===== src/rtl/softex_lane_dispatch.sv =====
// -----------------------------------------------------------------------------
// softex_lane_dispatch
//
// Split/merge stage between the wide SoftEx stream FIFOs and NUM_LANES parallel
// datapath lanes. Each accepted wide beat is sliced into per-lane words, which
// are buffered per lane. The lane-enable mask that was active at acceptance is
// recorded in a tag FIFO. Lane results are buffered per lane and reassembled
// in beat order, using only the lanes named in the tag at the head.
//
// Ports
//   clk_i, rst_ni           clock, asynchronous active-low reset
//   clear_i                 synchronous clear of all state (highest priority)
//   lane_en_i               active-lane mask, sampled on each input handshake
//   in_valid_i/in_ready_o   wide input handshake, in_data_i wide input beat
//   lane_in_valid_o/..._ready_i/..._data_o     per-lane input streams
//   lane_out_valid_i/..._ready_o/..._data_i    per-lane result streams
//   out_valid_o/out_ready_i wide output handshake
//   out_data_o/out_strb_o   reassembled beat and byte strobe of tagged lanes
//   busy_o                  any beat or lane word outstanding
//   err_o                   sticky: a lane returned a result nobody asked for
// -----------------------------------------------------------------------------

// Small first-word-fall-through FIFO; the head word is visible on data_o
// whenever empty_o is low. Push while full and pop while empty are ignored.
module softex_lane_fifo #(
   parameter int unsigned WIDTH = 16,
   parameter int unsigned DEPTH = 4
) (
   input  logic             clk_i,
   input  logic             rst_ni,
   input  logic             clear_i,
   input  logic             push_i,
   input  logic [WIDTH-1:0] data_i,
   input  logic             pop_i,
   output logic [WIDTH-1:0] data_o,
   output logic             empty_o,
   output logic             full_o
);
   localparam int unsigned PTR_W = (DEPTH > 1) ? $clog2(DEPTH) : 1;
   localparam int unsigned OCC_W = $clog2(DEPTH + 1);

   logic [WIDTH-1:0] mem_q [DEPTH];
   logic [PTR_W-1:0] wr_ptr_q, wr_ptr_d;
   logic [PTR_W-1:0] rd_ptr_q, rd_ptr_d;
   logic [OCC_W-1:0] occ_q, occ_d;
   logic             push_ok;
   logic             pop_ok;

   function automatic logic [PTR_W-1:0] ptr_inc(input logic [PTR_W-1:0] p);
      return (p == PTR_W'(DEPTH - 1)) ? '0 : p + PTR_W'(1);
   endfunction

   assign empty_o = (occ_q == '0);
   assign full_o  = (occ_q == OCC_W'(DEPTH));
   assign push_ok = push_i && !full_o;
   assign pop_ok  = pop_i && !empty_o;
   assign data_o  = mem_q[rd_ptr_q];

   always_comb begin
      wr_ptr_d = push_ok ? ptr_inc(wr_ptr_q) : wr_ptr_q;
      rd_ptr_d = pop_ok ? ptr_inc(rd_ptr_q) : rd_ptr_q;
      occ_d    = occ_q;
      if (push_ok && !pop_ok) begin
         occ_d = occ_q + OCC_W'(1);
      end else if (!push_ok && pop_ok) begin
         occ_d = occ_q - OCC_W'(1);
      end
   end

   always_ff @(posedge clk_i or negedge rst_ni) begin
      if (!rst_ni) begin
         wr_ptr_q <= '0;
         rd_ptr_q <= '0;
         occ_q    <= '0;
      end else if (clear_i) begin
         wr_ptr_q <= '0;
         rd_ptr_q <= '0;
         occ_q    <= '0;
      end else begin
         wr_ptr_q <= wr_ptr_d;
         rd_ptr_q <= rd_ptr_d;
         occ_q    <= occ_d;
      end
   end

   // Storage carries no reset: the pointers alone define what is valid.
   always_ff @(posedge clk_i) begin
      if (push_ok && !clear_i) begin
         mem_q[wr_ptr_q] <= data_i;
      end
   end
endmodule

module softex_lane_dispatch #(
   parameter int unsigned DATA_WIDTH = 256,
   parameter int unsigned LANE_WIDTH = 16,
   parameter int unsigned NUM_LANES  = DATA_WIDTH / LANE_WIDTH,
   parameter int unsigned FIFO_DEPTH = 4,
   parameter int unsigned TAG_DEPTH  = 8,
   parameter int unsigned CNT_W      = 8
) (
   input  logic                            clk_i,
   input  logic                            rst_ni,
   input  logic                            clear_i,
   input  logic [NUM_LANES-1:0]            lane_en_i,
   input  logic                            in_valid_i,
   output logic                            in_ready_o,
   input  logic [DATA_WIDTH-1:0]           in_data_i,
   output logic [NUM_LANES-1:0]            lane_in_valid_o,
   input  logic [NUM_LANES-1:0]            lane_in_ready_i,
   output logic [NUM_LANES*LANE_WIDTH-1:0] lane_in_data_o,
   input  logic [NUM_LANES-1:0]            lane_out_valid_i,
   output logic [NUM_LANES-1:0]            lane_out_ready_o,
   input  logic [NUM_LANES*LANE_WIDTH-1:0] lane_out_data_i,
   output logic                            out_valid_o,
   input  logic                            out_ready_i,
   output logic [DATA_WIDTH-1:0]           out_data_o,
   output logic [DATA_WIDTH/8-1:0]         out_strb_o,
   output logic                            busy_o,
   output logic                            err_o
);
   localparam int unsigned STRB_PER_LANE = LANE_WIDTH / 8;

   logic                            in_fire;
   logic                            out_fire;
   logic                            tag_empty;
   logic                            tag_full;
   logic [NUM_LANES-1:0]            tag_head;
   logic [NUM_LANES-1:0]            in_empty;
   logic [NUM_LANES-1:0]            in_full;
   logic [NUM_LANES-1:0]            out_empty;
   logic [NUM_LANES-1:0]            out_full;
   logic [NUM_LANES*LANE_WIDTH-1:0] out_head;
   logic [NUM_LANES-1:0]            lane_ok;
   logic [NUM_LANES-1:0]            merge_ok;
   logic [NUM_LANES-1:0]            cnt_nz;
   logic [NUM_LANES-1:0]            underflow;
   logic                            err_q;

   // A beat is only accepted when every enabled lane can take its slice and
   // still count it; disabled lanes never hold the beat back.
   assign in_ready_o = (lane_en_i != '0) && !tag_full && (&lane_ok);
   assign in_fire    = in_valid_i && in_ready_o;

   // The head tag names exactly the lanes whose results make up this beat.
   assign out_valid_o = !tag_empty && (&merge_ok);
   assign out_fire    = out_valid_o && out_ready_i;

   softex_lane_fifo #(
      .WIDTH (NUM_LANES),
      .DEPTH (TAG_DEPTH)
   ) u_tag_fifo (
      .clk_i   (clk_i),
      .rst_ni  (rst_ni),
      .clear_i (clear_i),
      .push_i  (in_fire),
      .data_i  (lane_en_i),
      .pop_i   (out_fire),
      .data_o  (tag_head),
      .empty_o (tag_empty),
      .full_o  (tag_full)
   );

   for (genvar gi = 0; gi < NUM_LANES; gi++) begin : g_lane
      logic             in_push;
      logic             lane_in_fire;
      logic             lane_out_fire;
      logic             out_pop;
      logic             dec_ok;
      logic [CNT_W-1:0] cnt_q, cnt_d;

      assign in_push       = in_fire && lane_en_i[gi];
      assign lane_in_fire  = lane_in_valid_o[gi] && lane_in_ready_i[gi];
      assign lane_out_fire = lane_out_valid_i[gi] && lane_out_ready_o[gi];
      assign out_pop       = out_fire && tag_head[gi];

      softex_lane_fifo #(
         .WIDTH (LANE_WIDTH),
         .DEPTH (FIFO_DEPTH)
      ) u_in_fifo (
         .clk_i   (clk_i),
         .rst_ni  (rst_ni),
         .clear_i (clear_i),
         .push_i  (in_push),
         .data_i  (in_data_i[gi*LANE_WIDTH +: LANE_WIDTH]),
         .pop_i   (lane_in_fire),
         .data_o  (lane_in_data_o[gi*LANE_WIDTH +: LANE_WIDTH]),
         .empty_o (in_empty[gi]),
         .full_o  (in_full[gi])
      );

      softex_lane_fifo #(
         .WIDTH (LANE_WIDTH),
         .DEPTH (FIFO_DEPTH)
      ) u_out_fifo (
         .clk_i   (clk_i),
         .rst_ni  (rst_ni),
         .clear_i (clear_i),
         .push_i  (lane_out_fire),
         .data_i  (lane_out_data_i[gi*LANE_WIDTH +: LANE_WIDTH]),
         .pop_i   (out_pop),
         .data_o  (out_head[gi*LANE_WIDTH +: LANE_WIDTH]),
         .empty_o (out_empty[gi]),
         .full_o  (out_full[gi])
      );

      assign lane_in_valid_o[gi]  = !in_empty[gi];
      assign lane_out_ready_o[gi] = !out_full[gi];

      // A result with nothing outstanding is flagged and the counter is held
      // at zero instead of wrapping; the word itself is still buffered.
      assign underflow[gi] = lane_out_fire && (cnt_q == '0);
      assign dec_ok        = lane_out_fire && (cnt_q != '0);

      always_comb begin
         cnt_d = cnt_q;
         if (in_push && !dec_ok) begin
            cnt_d = cnt_q + CNT_W'(1);
         end else if (!in_push && dec_ok) begin
            cnt_d = cnt_q - CNT_W'(1);
         end
      end

      always_ff @(posedge clk_i or negedge rst_ni) begin
         if (!rst_ni) begin
            cnt_q <= '0;
         end else if (clear_i) begin
            cnt_q <= '0;
         end else begin
            cnt_q <= cnt_d;
         end
      end

      assign cnt_nz[gi]   = (cnt_q != '0);
      assign lane_ok[gi]  = !lane_en_i[gi] || (!in_full[gi] && (cnt_q != '1));
      assign merge_ok[gi] = !tag_head[gi] || !out_empty[gi];

      assign out_data_o[gi*LANE_WIDTH +: LANE_WIDTH] =
         tag_head[gi] ? out_head[gi*LANE_WIDTH +: LANE_WIDTH] : '0;
      assign out_strb_o[gi*STRB_PER_LANE +: STRB_PER_LANE] = {STRB_PER_LANE{tag_head[gi]}};
   end

   always_ff @(posedge clk_i or negedge rst_ni) begin
      if (!rst_ni) begin
         err_q <= 1'b0;
      end else if (clear_i) begin
         err_q <= 1'b0;
      end else if (|underflow) begin
         err_q <= 1'b1;
      end
   end

   assign err_o  = err_q;
   assign busy_o = !tag_empty || (|cnt_nz) || !(&in_empty);
endmodule


===== config.mk =====
export PLATFORM = sky130hd
export DESIGN_NAME = softex_lane_dispatch
export DESIGN_NICKNAME = d
export VERILOG_FILES = /design/src/rtl/softex_lane_dispatch.sv
export SDC_FILE = /design/constraint.sdc
export NUM_CORES = 2
export LEC_CHECK = 0
export ABC_AREA = 1
export CAP_MARGIN = 20
export CORE_AREA = 2 2 498 599
export CTS_BUF_LIST = sky130_fd_sc_hd__clkbuf_16
export DETAILED_ROUTE_END_ITERATION = 7
export DIE_AREA = 0 0 500 601
export DONT_BUFFER_PORTS = 1
export HOLD_SLACK_MARGIN = 0.02
export SLEW_MARGIN = 10
export SYNTH_ARGS = -nofsm -noshare
export SYNTH_HDL_FRONTEND = slang
export SYNTH_SLANG_ARGS = --single-unit

===== constraint.sdc =====
create_clock -name clk_i -period 5.1 [get_ports clk_i]
set_input_delay 1.02 -clock clk_i [delete_from_list [all_inputs] [get_ports clk_i]]
set_output_delay 1.02 -clock clk_i [all_outputs]
set_load 0.05 [all_outputs]

# Word level (Yosys, flattened, before mapping)
# Memories as Yosys holds them, arrays and structs flattened.
# Index checks and enable logic that the tools add are counted.
dict set report op_classes {
  add_sub_neg 164
  n_reduce_logical 733
  n_eq_ne 115
  n_mux 429
}
# cell n
set op_table {}
lappend op_table {{$mux 2} 192}
lappend op_table {{$mux 8} 48}
lappend op_table {{$logic_and 1x1->1} 314}
lappend op_table {{$mux 3} 102}
lappend op_table {{$mux 16} 16}
lappend op_table {{$logic_not 1->1} 198}
lappend op_table {{$reduce_bool 3->1} 49}
lappend op_table {{$reduce_bool 2->1} 67}
lappend op_table {{$add 2x1->2 const B} 64}
lappend op_table {{$add 8x1->8 const B} 16}
lappend op_table {{$eq 2x2->1 const B} 64}
lappend op_table {{$logic_not 8->1} 16}
lappend op_table {{$ne 8x8->1 const B} 16}
lappend op_table {{$reduce_bool 8->1} 16}
lappend op_table {{$sub 8x1->8 const B} 16}
lappend op_table {{$add 3x1->3 const B} 34}
lappend op_table {{$eq 3x3->1 const B} 34}
lappend op_table {{$logic_not 3->1} 32}
lappend op_table {{$sub 3x1->3 const B} 32}
lappend op_table {{$mux 1} 68}
lappend op_table {{$reduce_and 16->1} 3}
lappend op_table {{$logic_or 1x1->1} 34}
lappend op_table {{$reduce_or 16->1} 2}
lappend op_table {{$reduce_bool 16->1} 1}
lappend op_table {{5 further kinds} 7}
dict set report word_totals {
  mem_count 33
  ram_bits 2176
  reg_bits 363
  input_bits 565
  word_cells 1590
}
# name depth width read_ports rd_clocked_by_memory_dff wr line
set mem_list {}
lappend mem_list {u_tag_fifo.mem_q 8 16 1 0 1 42} ;# logic [WIDTH-1:0] mem_q [DEPTH];
lappend mem_list {{g_lane[0].u_in_fifo.mem_q} 4 16 1 0 1 42}
lappend mem_list {{g_lane[0].u_out_fifo.mem_q} 4 16 1 0 1 42}
lappend mem_list {{g_lane[10].u_in_fifo.mem_q} 4 16 1 0 1 42}
lappend mem_list {{g_lane[10].u_out_fifo.mem_q} 4 16 1 0 1 42}
lappend mem_list {{g_lane[11].u_in_fifo.mem_q} 4 16 1 0 1 42}
lappend mem_list {{+27 memories} - - - - - -}

# Logic depth before layout (Yosys ltp)
dict set report logic_depth {
  depth_word 14
  mapped_depth 25
}

# By module
# A second synthesis with hierarchy kept.
dict set report unflattened {
  hier_cells 9880
  area_unflattened_um2 111959.9
}
# module area_per_inst_um2 n_inst cells_each
set modules_own_cells {}
lappend modules_own_cells {{softex_lane_fifo at g_lane[1].u_in_fifo ...} 2917.8 18 224}
lappend modules_own_cells {{softex_lane_fifo at g_lane[10].u_in_fifo ...} 2872.8 6 223}
lappend modules_own_cells {{softex_lane_fifo at g_lane[13].u_in_fifo ...} 2859.0 6 223}
lappend modules_own_cells {softex_lane_dispatch 13686.9 1 2271}
lappend modules_own_cells {{softex_lane_fifo at g_lane[0].u_in_fifo ...} 2869.0 2 223}
lappend modules_own_cells {{softex_lane_fifo at u_tag_fifo} 5624.1 1 455}

# Worst setup path before layout
# No wires, ideal clock.
dict set report synth_timing {
  path_kind {input to register}
  start {input port lane_en_i[14]}
  end {register g_lane[11].cnt_q[7]}
  required_time_ps 4982
  setup_time_ps 118
  setup_slack_ps 1077
  arrival_time_ps 3905
  path_stages 22
  n_path_buf 2
  path_cell_list {inv_1 > nand4_1 > nor2_1 > nand2_1 > nand2_1 > nor2_1 > nand2_1 > nor2_2 > buf_2 > nand4_1 > clkbuf_1 > ha_1 > a21oi_1 > nand2_1 > a21o_1 > nand2_1 > a21oi_1 > or2_2 > a21oi_1 > nand3_1 > nand3_1 > nand2_1}
}
dict set report synth_via {
  elab_chain_cells 9
  elab_cells_between_ends 14
}
# item line
set synth_rtl {}
lappend synth_rtl {{start, declared} 105} ;# input logic [NUM_LANES-1:0] lane_en_i,
lappend synth_rtl {{$logic_not 1->1} 235} ;# assign lane_ok[gi] = !lane_en_i[gi] || (!in_full[gi] && (cnt_q != '1));
lappend synth_rtl {{$logic_or 1x1->1} 235}
lappend synth_rtl {{$reduce_and 16->1} 142} ;# assign in_ready_o = (lane_en_i != '0) && !tag_full && (&lane_ok);
lappend synth_rtl {{$logic_and 1x1->1 (*)} 142}
lappend synth_rtl {{net in_ready_o} 107} ;# output logic in_ready_o,
lappend synth_rtl {{$logic_and 1x1->1 (*)} 143} ;# assign in_fire = in_valid_i && in_ready_o;
lappend synth_rtl {{$logic_and 1x1->1 (*)} 172} ;# assign in_push = in_fire && lane_en_i[gi];
lappend synth_rtl {{$logic_and 1x1->1 / $logic_not 1->1 (equally long branches)} {217, 219}}
lappend synth_rtl {{$mux 8 / $logic_and 1x1->1 (equally long branches)} {217, 219}}
lappend synth_rtl {{$mux 8 / $reduce_bool 3->1 (equally long branches)} -}
lappend synth_rtl {{end signal, assigned} 230} ;# cnt_q <= cnt_d;
lappend synth_rtl {{end, declared} 170} ;# logic [CNT_W-1:0] cnt_q, cnt_d;
# The timed path passes the listed nets; every way through them passes the cells marked *.
# A chain may end at the register's enable or synchronous reset.

# Worst setup path in the final report
dict set report layout_timing {
  start {register g_lane[11].u_in_fifo.occ_q[0]}
  end {output port busy_o}
}
dict set report layout_via {
  elab_chain_cells 4
}
# item line
set layout_rtl {}
lappend layout_rtl {{start, declared} 45} ;# logic [OCC_W-1:0] occ_q, occ_d;
lappend layout_rtl {{start signal, assigned} 74} ;# occ_q <= '0;
lappend layout_rtl {{start signal, assigned} 78} ;# occ_q <= '0;
lappend layout_rtl {{start signal, assigned} 82} ;# occ_q <= occ_d;
lappend layout_rtl {{$logic_not 3->1} 53} ;# assign empty_o = (occ_q == '0);
lappend layout_rtl {{$reduce_and 16->1} 254} ;# assign busy_o = !tag_empty || (|cnt_nz) || !(&in_empty);
lappend layout_rtl {{$logic_not 1->1} 254}
lappend layout_rtl {{$logic_or 1x1->1} 254}
lappend layout_rtl {{end, declared} 119} ;# output logic busy_o,
# No other way between the ends.

==> out/results.ini <==
[route]
ant_nets=0
drtIter0Drc=5795
via_per_inst=5.192
via_count=74018
drtPass1Iterations=6
drc=0
drt-wirelength-per-cell_um=22.21
wl_um=316700

[floorplanning]
core_area_mm2=0.2951
die_h_um=601
die_x_um=500
rows=219
dieArea_mm2=0.3005
start_util=0.3683
io_pins=1145

[finish]
syn_to_final_growth_pct=16.02
drive_gt1_frac=0.1111
fin_nets=11020
layout_common_cells=edfxtp_1 (2176), nor2_1 (1796), o21ai_0 (1205)
final_common_cell=edfxtp_1
final_area_mm2=0.1261
fillerInstances=26748

[clock_network]
insertion_delay_ns=0.88
cts-root-buf=clkbuf_16
cts_tree=built
cts_max_level=5
clockBufferDepth=4
clk_pin_slew_ns=0.06
cts.sinks=2539
numCtsBuffers=275

[timing]
post-route-period-util=0.9488
finalSetupViolCount=0
hold_violations=56
clock.fmax_mhz=206.7
relSlewSlack=0.2134
fin_worst_skew_ns=0.09924
post-route-min-period_ns=4.839
maxSlewViolCount=0
tightest_slew_ns=1.197
worst_hold_slack_ns=-0.09469
rsz0062_at_grt=no
fin_setup_tns_ns=0

[hold_path]
min_path_type=input pin to async pin

[critical_path]
required_ns=4.08
max_stage_delay_ns=0.53
crit_path_end_kind=primary output
worstPathMaxFanout=4
arrival_ns=3.82
path_buf_inv=2
r2r_setup_slack_ns=0.88
cp_common_cell=nand4_1
worstPathCellList=nor3_1, inv_1, nor4_1, nand4_1, nor3_2, nand4_1, buf_4
cp_slowest_cell=nor4_1
criticalPathCategory=flip-flop to primary output
crit_family=simple AND/OR/NAND/NOR gates
start_kind=flip-flop

[synthesis]
netlist_area_mm2=0.1087
yosys_warnings=0
synth_enable_flop_cells=2176
yosysSeqAreaShare=0.6848
yosysTopAreaCellShare=0.6012
synthesis.nets=10472
synth_top_cell_by_area=edfxtp_1
synthCells=9610
synth_area_leaders=edfxtp_1 (60%), dfrtp_1 (8.4%), nor2_1 (6.3%)
syn_avg_cell_area_um2=11.31
ys.flop_type=edfxtp_1
synth-async-reset-ratio=0.1430
synth_cell_type_count=40
ys_ff_latch=2539

[placed_design]
dpl_cell_area_mm2=0.1171
hpwl_um=219000
io_buffers=0
place.gp.congestion=0.8389

[power_and_ir_drop]
max-vdd-ir-drop_mv=0.4068
power_density_mw_per_mm2=516.4
p_leak_nw=48.08

[global_routing]
antenna_found_initial=19
overflow=0
grt_pass1_wl_um=463000
grt_max_degree=364
grt_pass1_vias=73060
track_usage=0.2027

[flow_run]
max_cap_violations=0

[status]
violations=hold timing
outcome=complete, but fails checks

==> timing repair <==
item / 4_1_cts / 5_1_grt
resized for setup: 2 / 2
buffers inserted: 0 / 0
endpoints found under the setup margin: 1 / 7
endpoints found under the hold margin: 357 / 143
==> kinds of logic (layout without fill, tap and decap cells) <==
group                    after synthesis  in the layout  share of synthesized area
AND/OR/NAND/NOR                     3518           3518                     0.1309
flip-flops                          2539           2539                     0.6848
AO/OA/AOI/OAI                       1957           1957                    0.09483
buffers and inverters               1173           1935                    0.04173
adder cells (fa/ha/maj)              297            297                    0.03758
XOR/XNOR                             126            126                    0.01015
other                                  0             17                          0
==> cell usage after synthesis, types with 3 or more instances <==
| library cell | count |
|---|---|
| edfxtp_1 | 2176 |
| nor2_1 | 1815 |
| o21ai_0 | 1205 |
| nand2_1 | 1128 |
| inv_1 | 733 |
| a21oi_1 | 400 |
| dfrtp_1 | 363 |
| clkbuf_1 | 351 |
| nand3_1 | 318 |
| o22ai_1 | 298 |
| ha_1 | 248 |
| nand4_1 | 125 |
| xnor2_1 | 84 |
| nor3_1 | 59 |
| fa_1 | 49 |
| xor2_1 | 42 |
| nor4_1 | 39 |
| buf_2 | 25 |
| buf_4 | 21 |
| buf_1 | 16 |
| clkinv_1 | 16 |
| o211ai_1 | 13 |
| nand3b_1 | 12 |
| a21oi_2 | 11 |
| inv_2 | 8 |
| nand3_2 | 8 |
| o21ai_1 | 8 |
| nor2_2 | 7 |
| o31ai_1 | 7 |
| a21o_1 | 6 |
| o21a_1 | 5 |
| or2_2 | 4 |
| buf_6 | 3 |
==> per-layer routing <==
metal | GRT usage | wire length [um] | up-vias
li1 | - | - | 34534
met1 | 0.2330 | 117900 | 36570
met2 | 0.3431 | 154800 | 2352
met3 | 0.06568 | 29020 | 560
met4 | 0.09091 | 14930 | 2
met5 | 0 | 14 | -
==> report_power, final <==
group | internal [mW] | switching, mW
registers | 24.1 | 1.03
logic | 5.52 | 14.9
clock network | 11.3 | 8.33
==> worst paths after layout <==
kind / from / to / cells after the start
worst max register to register: u_tag_fifo.rd_ptr_q[1] / g_lane[0].u_out_fifo.occ_q[2] / 19
max in group asynchronous: rst_ni / g_lane[6].u_out_fifo.rd_ptr_q[0] / 1
min in group clk_i: lane_out_data_i[106] / g_lane[6].u_out_fifo.mem_q[0][10] / 0
worst min-delay path: rst_ni / g_lane[0].u_out_fifo.occ_q[2] / 0
worst min register to register: g_lane[5].u_in_fifo.occ_q[1] / g_lane[5].u_in_fifo.occ_q[1] / 2
worst max-delay path: g_lane[11].u_in_fifo.occ_q[0] / busy_o / 7
==> worst reg2reg max path: cells and delay by family (launching register included) <==
family                     cells  cell delay, ns
xor gates and xnor gates       1            0.21
adders and majority gates      1            0.39
buffers and inverters          4            0.90
DFF                            1            0.81
and+or+nand+nor               13            1.81
==> stage by stage <==
step	worst slack (ns)	power (mW)	std cells	util	hold WS [ns]
finish	0.2613	65.12	14256	0.4273	-0.09469
global route	0.05245	68.30	14247	0.4272	-0.1574
global placement	0.7294	45.38	13721	0.3962	0.4621
CTS	0.08457	65.71	14228	0.4267	-0.1928
floorplan	1.077	39.65	9610	-	0.4488
detailed placement	0.6953	45.98	13737	0.3967	0.4744
==> registers in the layout, indices dropped and copies added, names as in the netlist <==
signal / count
g_lane.u_in_fifo.mem_q: 1024
g_lane.u_out_fifo.mem_q: 1024
g_lane.cnt_q: 128
u_tag_fifo.mem_q: 128
g_lane.u_in_fifo.occ_q: 48
g_lane.u_out_fifo.occ_q: 48
g_lane.u_in_fifo.rd_ptr_q: 32
g_lane.u_in_fifo.wr_ptr_q: 32
g_lane.u_out_fifo.rd_ptr_q: 32
g_lane.u_out_fifo.wr_ptr_q: 32
u_tag_fifo.occ_q: 4
u_tag_fifo.rd_ptr_q: 3
u_tag_fifo.wr_ptr_q: 3
err_o: 1
==> final cells by class <==
type	instances	area (um2)	share of cell area
inverters	757	2849	0.02259
clock buffers	283	7082	0.05616
clock inverters	208	1749	0.01387
flip-flops and latches	2539	74430	0.5903
diodes	17	42.54	0.0003374
well taps	3867	4838	0.03837
multi-input cells	5898	29800	0.2364
repair buffers	687	5303	0.04205
Note: power is estimated with default switching activity, not from simulation.
